**src/rtl/dccm_lsu_ctrl_if.sv**
```systemverilog
// dccm_lsu_ctrl_if: core request/response and DCCM bus bundle.
// slave = controller side, master = core plus DCCM macro side.
interface dccm_lsu_ctrl_if #(
  parameter int ADDR_W = 32
);
  logic              req_valid;
  logic              req_ready;
  logic              req_we;
  logic [1:0]        req_size;
  logic              req_unsigned;
  logic [ADDR_W-1:0] req_addr;
  logic [31:0]       req_wdata;
  logic              resp_valid;
  logic [31:0]       resp_rdata;
  logic              resp_err;
  logic              dccm_wren;
  logic              dccm_rden;
  logic [ADDR_W-1:0] dccm_wr_addr;
  logic [31:0]       dccm_wr_data;
  logic [31:0]       dccm_rd_data;

  modport slave (
    input  req_valid, req_we, req_size,
    input  req_unsigned, req_addr, req_wdata,
    input  dccm_rd_data,
    output req_ready, resp_valid, resp_rdata,
    output resp_err, dccm_wren, dccm_rden,
    output dccm_wr_addr, dccm_wr_data
  );

  modport master (
    output req_valid, req_we, req_size,
    output req_unsigned, req_addr, req_wdata,
    output dccm_rd_data,
    input  req_ready, resp_valid, resp_rdata,
    input  resp_err, dccm_wren, dccm_rden,
    input  dccm_wr_addr, dccm_wr_data
  );
endinterface

```
**src/rtl/dccm_lsu_ctrl.sv**
```systemverilog
// dccm_lsu_ctrl: DCCM load/store controller, sub-word stores via RMW.
// DCCM_LSU_MISALIGN_TRAP_EN: misaligned -> error, else address is aligned down.
module dccm_lsu_ctrl #(
  parameter int ADDR_W = 32
) (
  input logic           clk,
  input logic           rst,
  dccm_lsu_ctrl_if.slave bus
);

  typedef enum logic [2:0] {
    IDLE, LD_RD, LD_RSP, RMW_RD,
    RMW_MRG, ST_WR, ST_RSP, ERR
  } state_t;

  state_t            state_q, state_d;
  logic [ADDR_W-1:0] addr_q, addr_d;
  logic [1:0]        size_q, size_d;
  logic              uns_q, uns_d;
  logic [31:0]       wd_q, wd_d;

  logic              mis;
  logic [ADDR_W-1:0] acc_addr;
  logic [4:0]        sh;
  logic [31:0]       rsh, ld, mask, merged;

  // Alignment handling of the incoming request address.
  always_comb begin
    mis      = 1'b0;
    acc_addr = bus.req_addr;
`ifdef DCCM_LSU_MISALIGN_TRAP_EN
    mis = (bus.req_size == 2'b01 && bus.req_addr[0])
        | (bus.req_size[1] && |bus.req_addr[1:0]);
`else
    unique case (1'b1)
      bus.req_size[1]:
        acc_addr = {bus.req_addr[ADDR_W-1:2], 2'b00};
      bus.req_size == 2'b01:
        acc_addr = {bus.req_addr[ADDR_W-1:1], 1'b0};
      default: acc_addr = bus.req_addr;
    endcase
`endif
  end

  // Lane extraction for loads and lane merge for sub-word stores.
  always_comb begin
    sh   = {addr_q[1:0], 3'b000};
    rsh  = bus.dccm_rd_data >> sh;
    ld   = bus.dccm_rd_data;
    mask = 32'hFFFF_FFFF;
    if (size_q == 2'b00) begin
      ld   = uns_q ? {24'b0, rsh[7:0]}
                   : {{24{rsh[7]}}, rsh[7:0]};
      mask = 32'h0000_00FF << sh;
    end else if (size_q == 2'b01) begin
      ld   = uns_q ? {16'b0, rsh[15:0]}
                   : {{16{rsh[15]}}, rsh[15:0]};
      mask = 32'h0000_FFFF << sh;
    end
    merged = (bus.dccm_rd_data & ~mask)
           | ((wd_q << sh) & mask);
  end

  // Next-state and output decode.
  always_comb begin
    state_d        = state_q;
    addr_d         = addr_q;
    size_d         = size_q;
    uns_d          = uns_q;
    wd_d           = wd_q;
    bus.req_ready  = 1'b0;
    bus.resp_valid = 1'b0;
    bus.resp_rdata = 32'b0;
    bus.resp_err   = 1'b0;
    bus.dccm_wren  = 1'b0;
    bus.dccm_rden  = 1'b0;
    unique case (state_q)
      IDLE: begin
        bus.req_ready = 1'b1;
        if (bus.req_valid) begin
          addr_d = acc_addr;
          size_d = bus.req_size;
          uns_d  = bus.req_unsigned;
          if (bus.req_we) wd_d = bus.req_wdata;
          if (mis)              state_d = ERR;
          else if (!bus.req_we) state_d = LD_RD;
          else if (bus.req_size[1]) state_d = ST_WR;
          else                  state_d = RMW_RD;
        end
      end
      LD_RD: begin
        bus.dccm_rden = 1'b1;
        state_d       = LD_RSP;
      end
      LD_RSP: begin
        bus.resp_valid = 1'b1;
        bus.resp_rdata = ld;
        state_d        = IDLE;
      end
      RMW_RD: begin
        bus.dccm_rden = 1'b1;
        state_d       = RMW_MRG;
      end
      RMW_MRG: begin
        wd_d    = merged;
        state_d = ST_WR;
      end
      ST_WR: begin
        bus.dccm_wren = 1'b1;
        state_d       = ST_RSP;
      end
      ST_RSP: begin
        bus.resp_valid = 1'b1;
        state_d        = IDLE;
      end
      ERR: begin
        bus.resp_valid = 1'b1;
`ifdef DCCM_LSU_MISALIGN_TRAP_EN
        bus.resp_err   = 1'b1;
`endif
        state_d        = IDLE;
      end
      default: state_d = IDLE;
    endcase
    if (rst) begin
      bus.req_ready  = 1'b0;
      bus.resp_valid = 1'b0;
      bus.resp_rdata = 32'b0;
      bus.resp_err   = 1'b0;
      bus.dccm_wren  = 1'b0;
      bus.dccm_rden  = 1'b0;
    end
  end

  assign bus.dccm_wr_addr = {addr_q[ADDR_W-1:2], 2'b00};
  assign bus.dccm_wr_data = wd_q;

  // State and request registers.
  always_ff @(posedge clk) begin
    if (rst) begin
      state_q <= IDLE;
      addr_q  <= '0;
      size_q  <= 2'b00;
      uns_q   <= 1'b0;
      wd_q    <= 32'b0;
    end else begin
      state_q <= state_d;
      addr_q  <= addr_d;
      size_q  <= size_d;
      uns_q   <= uns_d;
      wd_q    <= wd_d;
    end
  end

endmodule

```
**src/flat_wrapper.sv**
```systemverilog
// flat-port wrapper written by rule: the top's interface ports become plain ports
module dccm_lsu_ctrl_flat 
#(
  parameter int ADDR_W = 32
)
  (clk, rst, bus_req_valid, bus_req_we, bus_req_size, bus_req_unsigned, bus_req_addr, bus_req_wdata, bus_dccm_rd_data, bus_req_ready, bus_resp_valid, bus_resp_rdata, bus_resp_err, bus_dccm_wren, bus_dccm_rden, bus_dccm_wr_addr, bus_dccm_wr_data);
  dccm_lsu_ctrl_if #(.ADDR_W(ADDR_W)) bus_i ();
  input logic clk;
  input logic rst;
  input wire logic [$bits(bus_i.req_valid)-1:0] bus_req_valid;
  input wire logic [$bits(bus_i.req_we)-1:0] bus_req_we;
  input wire logic [$bits(bus_i.req_size)-1:0] bus_req_size;
  input wire logic [$bits(bus_i.req_unsigned)-1:0] bus_req_unsigned;
  input wire logic [$bits(bus_i.req_addr)-1:0] bus_req_addr;
  input wire logic [$bits(bus_i.req_wdata)-1:0] bus_req_wdata;
  input wire logic [$bits(bus_i.dccm_rd_data)-1:0] bus_dccm_rd_data;
  output wire logic [$bits(bus_i.req_ready)-1:0] bus_req_ready;
  output wire logic [$bits(bus_i.resp_valid)-1:0] bus_resp_valid;
  output wire logic [$bits(bus_i.resp_rdata)-1:0] bus_resp_rdata;
  output wire logic [$bits(bus_i.resp_err)-1:0] bus_resp_err;
  output wire logic [$bits(bus_i.dccm_wren)-1:0] bus_dccm_wren;
  output wire logic [$bits(bus_i.dccm_rden)-1:0] bus_dccm_rden;
  output wire logic [$bits(bus_i.dccm_wr_addr)-1:0] bus_dccm_wr_addr;
  output wire logic [$bits(bus_i.dccm_wr_data)-1:0] bus_dccm_wr_data;
  assign bus_i.req_valid = bus_req_valid;
  assign bus_i.req_we = bus_req_we;
  assign bus_i.req_size = bus_req_size;
  assign bus_i.req_unsigned = bus_req_unsigned;
  assign bus_i.req_addr = bus_req_addr;
  assign bus_i.req_wdata = bus_req_wdata;
  assign bus_i.dccm_rd_data = bus_dccm_rd_data;
  assign bus_req_ready = bus_i.req_ready;
  assign bus_resp_valid = bus_i.resp_valid;
  assign bus_resp_rdata = bus_i.resp_rdata;
  assign bus_resp_err = bus_i.resp_err;
  assign bus_dccm_wren = bus_i.dccm_wren;
  assign bus_dccm_rden = bus_i.dccm_rden;
  assign bus_dccm_wr_addr = bus_i.dccm_wr_addr;
  assign bus_dccm_wr_data = bus_i.dccm_wr_data;
  dccm_lsu_ctrl #(.ADDR_W(ADDR_W)) u_core (.clk(clk), .rst(rst), .bus(bus_i));
endmodule
```
**config.mk**
```make
export PLATFORM = sky130hd
export DESIGN_NAME = dccm_lsu_ctrl_flat
export DESIGN_NICKNAME = d
export VERILOG_FILES = /design/src/rtl/dccm_lsu_ctrl_if.sv /design/src/rtl/dccm_lsu_ctrl.sv /design/src/flat_wrapper.sv
export SDC_FILE = /design/constraint.sdc
export NUM_CORES = 1
export LEC_CHECK = 0
export BUFFER_PORTS_ARGS = -buffer_cell sky130_fd_sc_hd__buf_2
export CORE_MARGIN = 2
export CORE_UTILIZATION = 44
export DETAILED_ROUTE_END_ITERATION = 7
export GPL_TIMING_DRIVEN = 0
export PLACE_DENSITY = 0.82
export SLEW_MARGIN = 10
export SYNTH_ARGS = -nofsm -noshare
export SYNTH_HDL_FRONTEND = slang
export SYNTH_SLANG_ARGS = --single-unit
```
**constraint.sdc**
```tcl
create_clock -name clk -period 2.5 [get_ports clk]
set_clock_uncertainty 0.1 [all_clocks]
set_input_delay 0.25 -clock clk [delete_from_list [all_inputs] [get_ports clk]]
set_output_delay 0.25 -clock clk [all_outputs]
set_load 0.02 [all_outputs]
```
==> results of run 1 <==
## metal layers
metal  up-vias  part of all wire  GRT usage
li1       2678                 -          -
met1      2597              0.40     0.3719
met2       362              0.43     0.4580
met5         -           0.00060          0
met3        79              0.11    0.07651
met4         2             0.049     0.1667
## layout by cell type, fill, tap and decap left out, types with 6 or more instances in the layout
master	netlist	layout
buf_2	18	203
nand2_1	115	114
dfxtp_1	70	68
a21oi_1	69	67
buf_4	37	48
nand3b_1	20	20
clkbuf_1	31	20
nor2_1	22	20
nor3_1	21	20
o21ai_0	20	18
a22oi_1	16	15
inv_1	13	12
clkbuf_8	0	12
mux2i_1	11	10
a211oi_1	10	10
o21ai_1	7	9
a311oi_2	9	9
mux2_1	8	8
a211o_1	8	8
o221ai_1	8	8
o211ai_1	8	8
a311oi_1	8	8
o41ai_1	8	8
a21boi_0	7	7
mux2_2	7	7
a32o_1	7	7
buf_6	2	6
and2_1	6	6
o22a_1	6	6
## cell families after synthesis
family | Yosys count | share of synthesized area
AND/OR/NAND/NOR | 211 | 0.2070
AO/OA/AOI/OAI | 208 | 0.3076
buffers and inverters | 105 | 0.1183
flip-flops | 70 | 0.2905
multiplexers | 28 | 0.06561
adder cells (fa/ha/maj) | 4 | 0.01037
other | 1 | 0.0007773
## report_power, final
part | switching (mW) | internal, mW | leakage (nW)
Clock | 0.449 | 0.412 | 0.0913
Sequential | 0.127 | 1.25 | 0.575
Combinational | 0.938 | 0.598 | 2.17
## through the flow
stage / area, µm² / setup TNS (ns) / hold WS [ns] / setup WS, ns / utilization
final: 6422 / 0 / 0.02305 / 0.03984 / 0.5977
after global routing: 6422 / -0.07033 / 0.01448 / -0.01931 / 0.5977
after CTS: 6290 / -0.0004603 / 0.006913 / -0.0004603 / 0.5854
after detailed placement: 6007 / -7.224 / 0.3469 / -0.4127 / 0.5590
after global placement: 6007 / -5.961 / 0.3430 / -0.4018 / 0.5590
after floorplan: 4836 / 0 / 0.2860 / 0.07084 / -
## area by class of cell
| class | count | area (µm²) |
|---|---|---|
| Multi-Input combinational cell | 455 | 2965 |
| Clock inverter | 5 | 33.78 |
| Fill cell | 1032 | 4323 |
| Clock buffer | 11 | 151.4 |
| Inverter | 14 | 52.55 |
| Timing Repair Buffer | 202 | 1044 |
| Tap cell | 140 | 175.2 |
| Buffer | 90 | 594.3 |
| Sequential cell | 70 | 1406 |
## worst reg2reg max path: stages, from the launching register on
cell and delay, ns:
dfxtp_4 0.39, buf_6 0.16, buf_4 0.19, inv_2 0.11, ha_1 0.26, mux2_4 0.34
or2_4 0.31, o211ai_1 0.25, a311oi_1 0.13
## worst max-delay path by stage
stage | end | slack [ns] | cells past startpoint
2_1_floorplan | flop | 0.07 | 10
3_3_place_gp | flop | -0.40 | 9
3_5_place_dp | flop | -0.41 | 9
4_1_cts | u_core.bus.dccm_wr_data[1]$_SDFFE_PP0P_ | -0.0005 | 9
5_1_grt | bus_resp_rdata[25] | -0.02 | 8
6_report | bus_resp_rdata[8] | 0.04 | 7
## Yosys cell counts (2+ instances only)
master,count
buf_6,2
a311oi_2,9
o22a_1,6
a21boi_0,7
a32o_1,7
dfxtp_1,70
buf_2,18
mux2_2,7
a31oi_1,5
o211ai_4,2
and3_1,3
and2_1,6
a21o_1,2
clkbuf_1,31
a211o_1,8
nor3_1,21
nand3_1,2
buf_1,3
nor2b_1,6
nand3b_1,20
o41ai_1,8
nand2b_1,5
buf_4,37
o221ai_1,8
o21ai_0,20
a22oi_1,16
a211oi_1,10
ha_1,4
a311oi_1,8
mux2i_1,11
or2_0,2
o22ai_1,5
a21oi_1,69
nand2_1,115
nor2_1,22
inv_1,13
o21ai_1,7
o211ai_1,8
mux2_1,8
## what timing repair did
item / CTS / global route
pin swaps: 2 / 7
cloned: 0 / 1
resized for setup: 25 / 47
buffers inserted: 1 / 2
setup endpoints to repair: 56 / 46
hold buffers: 0 / 0
==> run_results.csv, run 1 <==
group,metric,value,unit
logic_synthesis,synthFlopType,"dfxtp_1",
floorplan,initial_core_util,0.4490,
logic_synthesis,syn_area,0.004825,mm²
logic_synthesis,synth-async-reset-ratio,0,
logic_synthesis,synth_cell_type_count,55,
floorplan,io_pins,204,
floorplan,core,0.01075,mm²
floorplan,die-height,108.7,µm
power,power.density,588.2,mW/mm²
drt,drt_iter0_markers,481,
global_route,grt-ovfl-total,0,
hold_path,holdCritStartpoint,"bus_req_addr[31]",
worst_setup_path,startpoint,"u_core.addr_q[0]$_SDFFE_PP0P_",
timing,fmax,406.5,MHz
power,power,3.778,mW
cts,cts.sinks,70,
logic_synthesis,netlist_instances,627,
cts,clk_latency,0.35,ns
logic_synthesis,ys_ff_latch,70,
cts,htreeDepth,3,
timing,finalHoldViolCount,0,
worst_setup_path,endpoint_kind,"output port",
global_route,grt_pass1_wl,26820,µm
layout,fin_nets,949,
worst_setup_path,crit_family,"buffers and inverters",
timing,finalCritPeriodShare,0.9841,
placement,hpwl,13830,µm
cts,path_clk_slew,0.08,ns
placement,portBuffers,199,
outcome,status,"completed",
worst_setup_path,start_kind,"flop",
layout,drive_gt1_frac,0.3872,
job,drv_cap,0,
global_route,track_usage,0.2954,
layout,antennaDiodeCount,0,
hold_path,hold_class,"in -> reg",
hold_path,min_to,"u_core.addr_q[31]$_SDFFE_PP0P_",
layout,area_delta_synth_final,33.12,%
logic_synthesis,synth_area_leaders,"dfxtp_1, nand2_1, a21oi_1, buf_4, nand3b_1",
timing,min_period,2.460,ns
logic_synthesis,synth_top_area_share,0.2905,
cts,cts_buffer_depth,2,
power,peakVddDrop,334.3,µV
global_route,antenna_found_initial,1,
logic_synthesis,synth.avg_cell_area,7.695,µm²
drt,via_count,5718,
cts,cts_root_buf,"clkbuf_8",
floorplan,die_x,108.7,µm
timing,relSlewSlack,0.4848,
layout,stdcell_count,987,
drt,via_per_inst,5.793,
drt,wl_per_cell,18.48,µm
worst_setup_path,cpPeakStageDelay,0.37,ns
logic_synthesis,ys_seq_area_frac,0.2905,
drt,drc,0,
placement,place.gp.congestion,1.016,
drt,ant_nets,0,
floorplan,num_rows,38,
worst_setup_path,path_class,"reg -> out",
logic_synthesis,yosys.area.top_type,"dfxtp_1",
worst_setup_path,rrSetupSlack,0.13,ns
worst_setup_path,critPathMaxFanout,10,
global_route,grt_max_degree,13,
placement,placedCellCount,968,
worst_setup_path,critical_path.cell_chain,"buf_6, and2b_2, clkbuf_4, a21boi_0, o22a_1, a21oi_2, buf_4",
cts,cts_tree,"yes",
floorplan,die_area,0.01182,mm²
timing,worstMarginPinSlew,0.7728,ns
drt,first_pass_iters,5,
drt,wl,18240,µm
power,leakagePower,2.835,nW
worst_setup_path,critPathBufInv,3,
worst_setup_path,critPathRequiredTime,2.15,ns
cts,numCtsBuffers,9,
timing,slew_violations,0,
logic_synthesis,yosys_warnings,0,
hold_path,min_path_cells,3,
worst_setup_path,r2r-start,"u_core.addr_q[0]$_SDFFE_PP0P_",
worst_setup_path,worstPathArrival,2.11,ns
global_route,grt_pass1_vias,5126,
timing,setup_viol,0,
worst_setup_path,rr_worst_depth,8,
worst_setup_path,cp_slowest_cell,"dfxtp_4",
logic_synthesis,synth-edff-count,0,
Power figures use the tool's default switching activity.
==> run 2: changes to the inputs <==
- SETUP_SLACK_MARGIN: not set -> 0.3
==> run 2 against run 1 <==
Net effect:
- the run now ends with negative setup slack left
- utilization grew 8.1 points
- hold slack lost 0.0091 ns
- via count grew 8.3%
- first-iteration DRC count grew 45%
- final area grew 14%
- total power grew 8.5%
- worst setup slack lost 0.20 ns
- global-route usage grew 2.5 points
- cell count grew 3.2%
==> run_results.csv, run 2 (synthesized netlist as in run 1, its figures left out) <==
group,metric,value,unit
layout,regArea,0.001408,mm²
cts,cts_buffer_depth,2,
worst_setup_path,rrSetupSlack,0.16,ns
placement,place_ws,0.009727,ns
cts,cts.sinks,70,
timing,fmax,375.8,MHz
floorplan,io_pins,204,
layout,finalCoreUtilization,0.6785,
layout,layout_common_cells,"buf_2, nand2_1, buf_4, dfxtp_1, a21oi_1",
placement,place_area,0.006062,mm²
timing,grt_setup_unrepaired,"true",
worst_setup_path,cp-endpoint,"bus_resp_rdata[12]",
worst_setup_path,start_kind,"flop",
layout,final_common_cell,"buf_2",
timing,relSlewSlack,0.4589,
timing,min_period,2.661,ns
cts,cts_tree,"yes",
worst_setup_path,startpoint,"u_core.size_q[1]$_SDFFE_PP0P_",
floorplan,die-height,108.7,µm
layout,multiInputGateArea,0.003276,mm²
global_route,antenna_found_initial,1,
hold_path,min_path_cells,3,
timing,setup_viol,2,
placement,hpwl,13930,µm
drt,first_pass_iters,7,
worst_setup_path,critPathRequiredTime,2.15,ns
floorplan,core,0.01075,mm²
layout,area_delta_synth_final,51.12,%
layout,fin_nets,981,
floorplan,die_x,108.7,µm
cts,numCtsBuffers,9,
worst_setup_path,critPathMaxFanout,10,
cts,path_clk_slew,0.09,ns
outcome,status,"finished with violations",
drt,via_count,6192,
cts,postCtsHoldBufs,0,
cts,cts_root_buf,"clkbuf_8",
worst_setup_path,endpoint_kind,"output port",
drt,drt_iter0_markers,696,
job,drv_cap,0,
layout,fillers,902,
power,leakagePower,3.174,nW
timing,finalCritPeriodShare,1.064,
drt,via_per_inst,6.077,
global_route,grt_max_degree,13,
layout,stdcell_area,0.007291,mm²
outcome,violations,"negative setup slack",
layout,drive_gt1_frac,0.4790,
timing,setup_ws,-0.1610,ns
placement,portBuffers,199,
power,peakVddDrop,396.0,µV
drt,drc,0,
worst_setup_path,rr_worst_depth,9,
global_route,grt_pass1_vias,5577,
drt,ant_nets,0,
worst_setup_path,worstPathArrival,2.31,ns
power,power.density,562.1,mW/mm²
worst_setup_path,r2r-start,"u_core.addr_q[0]$_SDFFE_PP0P_",
floorplan,initial_core_util,0.4490,
floorplan,num_rows,38,
cts,clk_latency,0.37,ns
timing,worstMarginPinSlew,0.8054,ns
global_route,grt_pass1_wl,29110,µm
global_route,track_usage,0.3203,
worst_setup_path,path_class,"reg -> out",
drt,wl_per_cell,20.84,µm
drt,wl,21240,µm
timing,slew_violations,0,
cts,htreeDepth,3,
timing,finalHoldViolCount,0,
floorplan,die_area,0.01182,mm²
placement,place.gp.congestion,0.9815,
global_route,grt-ovfl-total,0,
hold_path,hold_class,"in -> reg",
layout,antennaDiodeCount,0,
run 2: cell types whose count changed in the layout (fill, tap and decap cells not counted), moves of 6 or more:
cell      before  now
o21ai_0       18    1
o21ai_2        0   20
buf_6          6   41
buf_4         48   68
a211oi_1      10    3
o21ai_1        9    3
buf_2        203  181
run 2: per-stage QoR:
| stage | hold WS [ns] | power, mW | instances | TNS (ns) |
|---|---|---|---|---|
| 4_1_cts | 0.01262 | 3.867 | 1010 | 0 |
| 3_5_place_dp | 0.3466 | 2.864 | 968 | 0 |
| 2_1_floorplan | 0.2860 | 2.373 | 629 | 0 |
| 5_1_grt | 0.02111 | 4.272 | 1019 | -0.3283 |
| 6_report | 0.01390 | 4.098 | 1019 | -0.2125 |
| 3_3_place_gp | 0.3409 | 2.843 | 968 | 0 |
run 2: final cells by class:
type | instances | share of cell area
buffer | 91 | 0.09919
clock buffer | 11 | 0.02077
clock inverter | 5 | 0.004634
inverter | 14 | 0.008581
multi-input combinational | 454 | 0.4493
sequential | 70 | 0.1931
tap | 140 | 0.02403
timing repair buffer | 234 | 0.2004
run 2: critical path, cell delays in order, from the launching register on:
cell and delay (ns):
dfxtp_1 0.34, buf_4 0.22, clkbuf_4 0.28, clkbuf_4 0.26, a21oi_1 0.09, a211oi_1 0.47, nor2_1 0.11, buf_4 0.18
run 2: worst min-delay path by stage:
stage / slack [ns] / start / endpoint
CTS: 0.01 / bus_req_addr[26] / u_core.addr_q[26]$_SDFFE_PP0P_
finish: 0.01 / bus_req_addr[26] / u_core.addr_q[26]$_SDFFE_PP0P_
global placement: 0.34 / u_core.addr_q[7]$_SDFFE_PP0P_ / u_core.addr_q[7]$_SDFFE_PP0P_
global route: 0.02 / bus_req_addr[29] / u_core.addr_q[29]$_SDFFE_PP0P_
detailed placement: 0.35 / u_core.addr_q[2]$_SDFFE_PP0P_ / u_core.addr_q[2]$_SDFFE_PP0P_
floorplan: 0.29 / bus_req_addr[10] / u_core.addr_q[10]$_SDFFE_PP0P_
run 2: power breakdown:
part           switching, mW  total, mW  internal, mW
clock network          0.500      0.913         0.413
registers              0.133       1.39          1.25
logic                   1.06       1.80         0.734
run 2: timing repair:
action,CTS,global route
cloned,3,0
resized for setup,89,136
buffers inserted,23,9
setup endpoints to repair,56,85
pin swaps,21,29
run 2: layer usage:
metal,share of wire,global-route usage,vias to the layer above
met3,0.13,0.08787,152
met1,0.36,0.3858,2785
met5,0,0,-
met4,0.080,0.2070,0
met2,0.43,0.5013,518
li1,-,-,2737
==> run 3: changes to the inputs <==
- GPL_TIMING_DRIVEN: 0 -> not set
- SETUP_SLACK_MARGIN: 0.3 -> 0.2
==> run 3 against run 2 <==
Net effect:
- the flow now finishes without violations
- first-iteration DRC count fell by 49%
- via count down 15%
- sequential share of layout area rose by 4.3 points
- routed wire length fell by 23%
- cell count down 10%
- count of clock-buffer cells in the layout shrank 2
- non-clock buffer count decreased by 103
- total power is 9.9% lower
- register-to-register slack gained 0.13 ns
- critical endpoint is now bus_resp_rdata[27]
==> run_results.csv, run 3 (synthesized netlist as in run 1, its figures left out) <==
group,metric,value,unit
outcome,status,"completed",
worst_setup_path,critPathMaxFanout,16,
timing,fmax,426.0,MHz
placement,portBuffers,200,
global_route,grt_pass1_wl,24340,µm
layout,fin_nets,878,
job,drv_cap,0,
global_route,grt_max_degree,81,
cts,numCtsBuffers,9,
cts,cts.sinks,70,
global_route,grt-ovfl-total,0,
cts,path_clk_slew,0.08,ns
floorplan,die-height,108.7,µm
layout,finalCoreUtilization,0.5564,
drt,via_per_inst,5.767,
worst_setup_path,start_kind,"flop",
hold_path,min_to,"u_core.addr_q[29]$_SDFFE_PP0P_",
placement,hpwl,12080,µm
cts,cts_tree,"yes",
floorplan,core,0.01075,mm²
power,leakagePower,2.566,nW
worst_setup_path,r2r-start,"u_core.addr_q[0]$_SDFFE_PP0P_",
global_route,track_usage,0.2683,
worst_setup_path,rrSetupSlack,0.29,ns
layout,area_delta_synth_final,23.91,%
cts,postCtsHoldBufs,0,
power,peakVddDrop,356.6,µV
worst_setup_path,worstPathArrival,2.00,ns
hold_path,holdCritStartpoint,"bus_req_addr[29]",
drt,wl_per_cell,17.87,µm
layout,drive_gt1_frac,0.3582,
placement,place.gp.congestion,0.9716,
worst_setup_path,cp_common_cell,"buf_4",
cts,cts_root_buf,"clkbuf_8",
timing,worstMarginPinSlew,0.8234,ns
drt,wl,16370,µm
timing,min_period,2.348,ns
floorplan,io_pins,204,
floorplan,initial_core_util,0.4490,
floorplan,die_x,108.7,µm
layout,antennaDiodeCount,0,
power,power.density,617.8,mW/mm²
timing,grt_setup_unrepaired,"true",
floorplan,num_rows,38,
layout,final_common_cell,"buf_2",
timing,finalCritPeriodShare,0.9390,
hold_path,min_path_cells,3,
worst_setup_path,cpPeakStageDelay,0.51,ns
worst_setup_path,path_class,"reg -> out",
timing,setup_tns,0,ns
worst_setup_path,cp_slowest_cell,"mux4_2",
cts,cts_buffer_depth,2,
global_route,antenna_found_initial,2,
worst_setup_path,critPathRequiredTime,2.15,ns
layout,layout_common_cells,"buf_2, nand2_1, a21oi_1, dfxtp_1",
drt,drt_iter0_markers,354,
timing,hold_ws,0.02825,ns
drt,first_pass_iters,5,
power,power,3.693,mW
global_route,grt_pass1_vias,4649,
timing,finalHoldViolCount,0,
drt,ant_nets,0,
timing,slew_violations,0,
worst_setup_path,endpoint_kind,"output port",
timing,setup_viol,0,
worst_setup_path,rr_worst_depth,6,
hold_path,hold_class,"in -> reg",
drt,via_count,5283,
worst_setup_path,critical_path.cell_chain,"mux4_2, buf_4, mux2i_1, buf_4, o21ai_0, buf_2",
timing,relSlewSlack,0.4510,
cts,clk_latency,0.34,ns
drt,drc,0,
floorplan,die_area,0.01182,mm²
cts,htreeDepth,3,
-- run 3: power breakdown --
group          switching (mW)  internal (mW)  total [mW]
combinational           0.850          0.506        1.36
sequential              0.149           1.26        1.40
clock                   0.468          0.464       0.933
total                    1.47           2.23        3.69
-- run 3: timing repair --
action / 4_1_cts / 5_1_grt
pin swaps: 2 / 1
cloned: 1 / 0
setup endpoints to repair: 29 / 46
buffers inserted: 1 / 0
resized for setup: 10 / 13
-- run 3: worst max path at each step --
stage / startpoint / endpoint / slack, ns / cells past startpoint
global route: u_core.addr_q[0]$_SDFFE_PP0P_ / bus_resp_rdata[13] / 0.03 / 5
CTS: u_core.addr_q[0]$_SDFFE_PP0P_ / bus_resp_rdata[26] / 0.14 / 6
global placement: u_core.state_q[0]$_SDFFE_PP0P_ / bus_resp_rdata[22] / 0.32 / 6
floorplan: u_core.addr_q[1]$_SDFFE_PP0P_ / flop / 0.20 / 10
detailed placement: u_core.state_q[0]$_SDFFE_PP0P_ / bus_resp_rdata[28] / 0.30 / 6
finish: u_core.addr_q[0]$_SDFFE_PP0P_ / bus_resp_rdata[27] / 0.15 / 6
-- run 3: layout make-up --
class,instances,area [µm²]
fill,1060,4767
clock buffer,9,123.9
tap,140,175.2
timing repair buffer,222,1227
sequential,70,1409
multi-input combinational,454,2917
inverter,14,52.55
clock inverter,7,73.82
-- run 3: per-stage QoR --
stage,setup slack (ns),cell area (µm²),instances
after floorplan,0.2000,4858,629
after global placement,0.3240,5670,898
after detailed placement,0.2976,5670,898
after CTS,0.1425,5943,916
after global routing,0.03129,5978,916
final,0.1524,5978,916
-- run 3: worst max-delay path, delay by kind of cell (launching register included) --
kind                   cells  cell delay, ns
AO/OA/AOI/OAI              1            0.11
buffers and inverters      3            0.54
flip-flops                 1            0.38
multiplexers               2            0.63
-- run 3: per-layer routing --
metal | GRT usage | part of all wire | up-vias
met3 | 0.08010 | 0.12 | 55
met4 | 0.1136 | 0.040 | 4
met2 | 0.4196 | 0.44 | 329
li1 | - | - | 2519
met1 | 0.3433 | 0.40 | 2376
met5 | 0 | 0.0015 | -
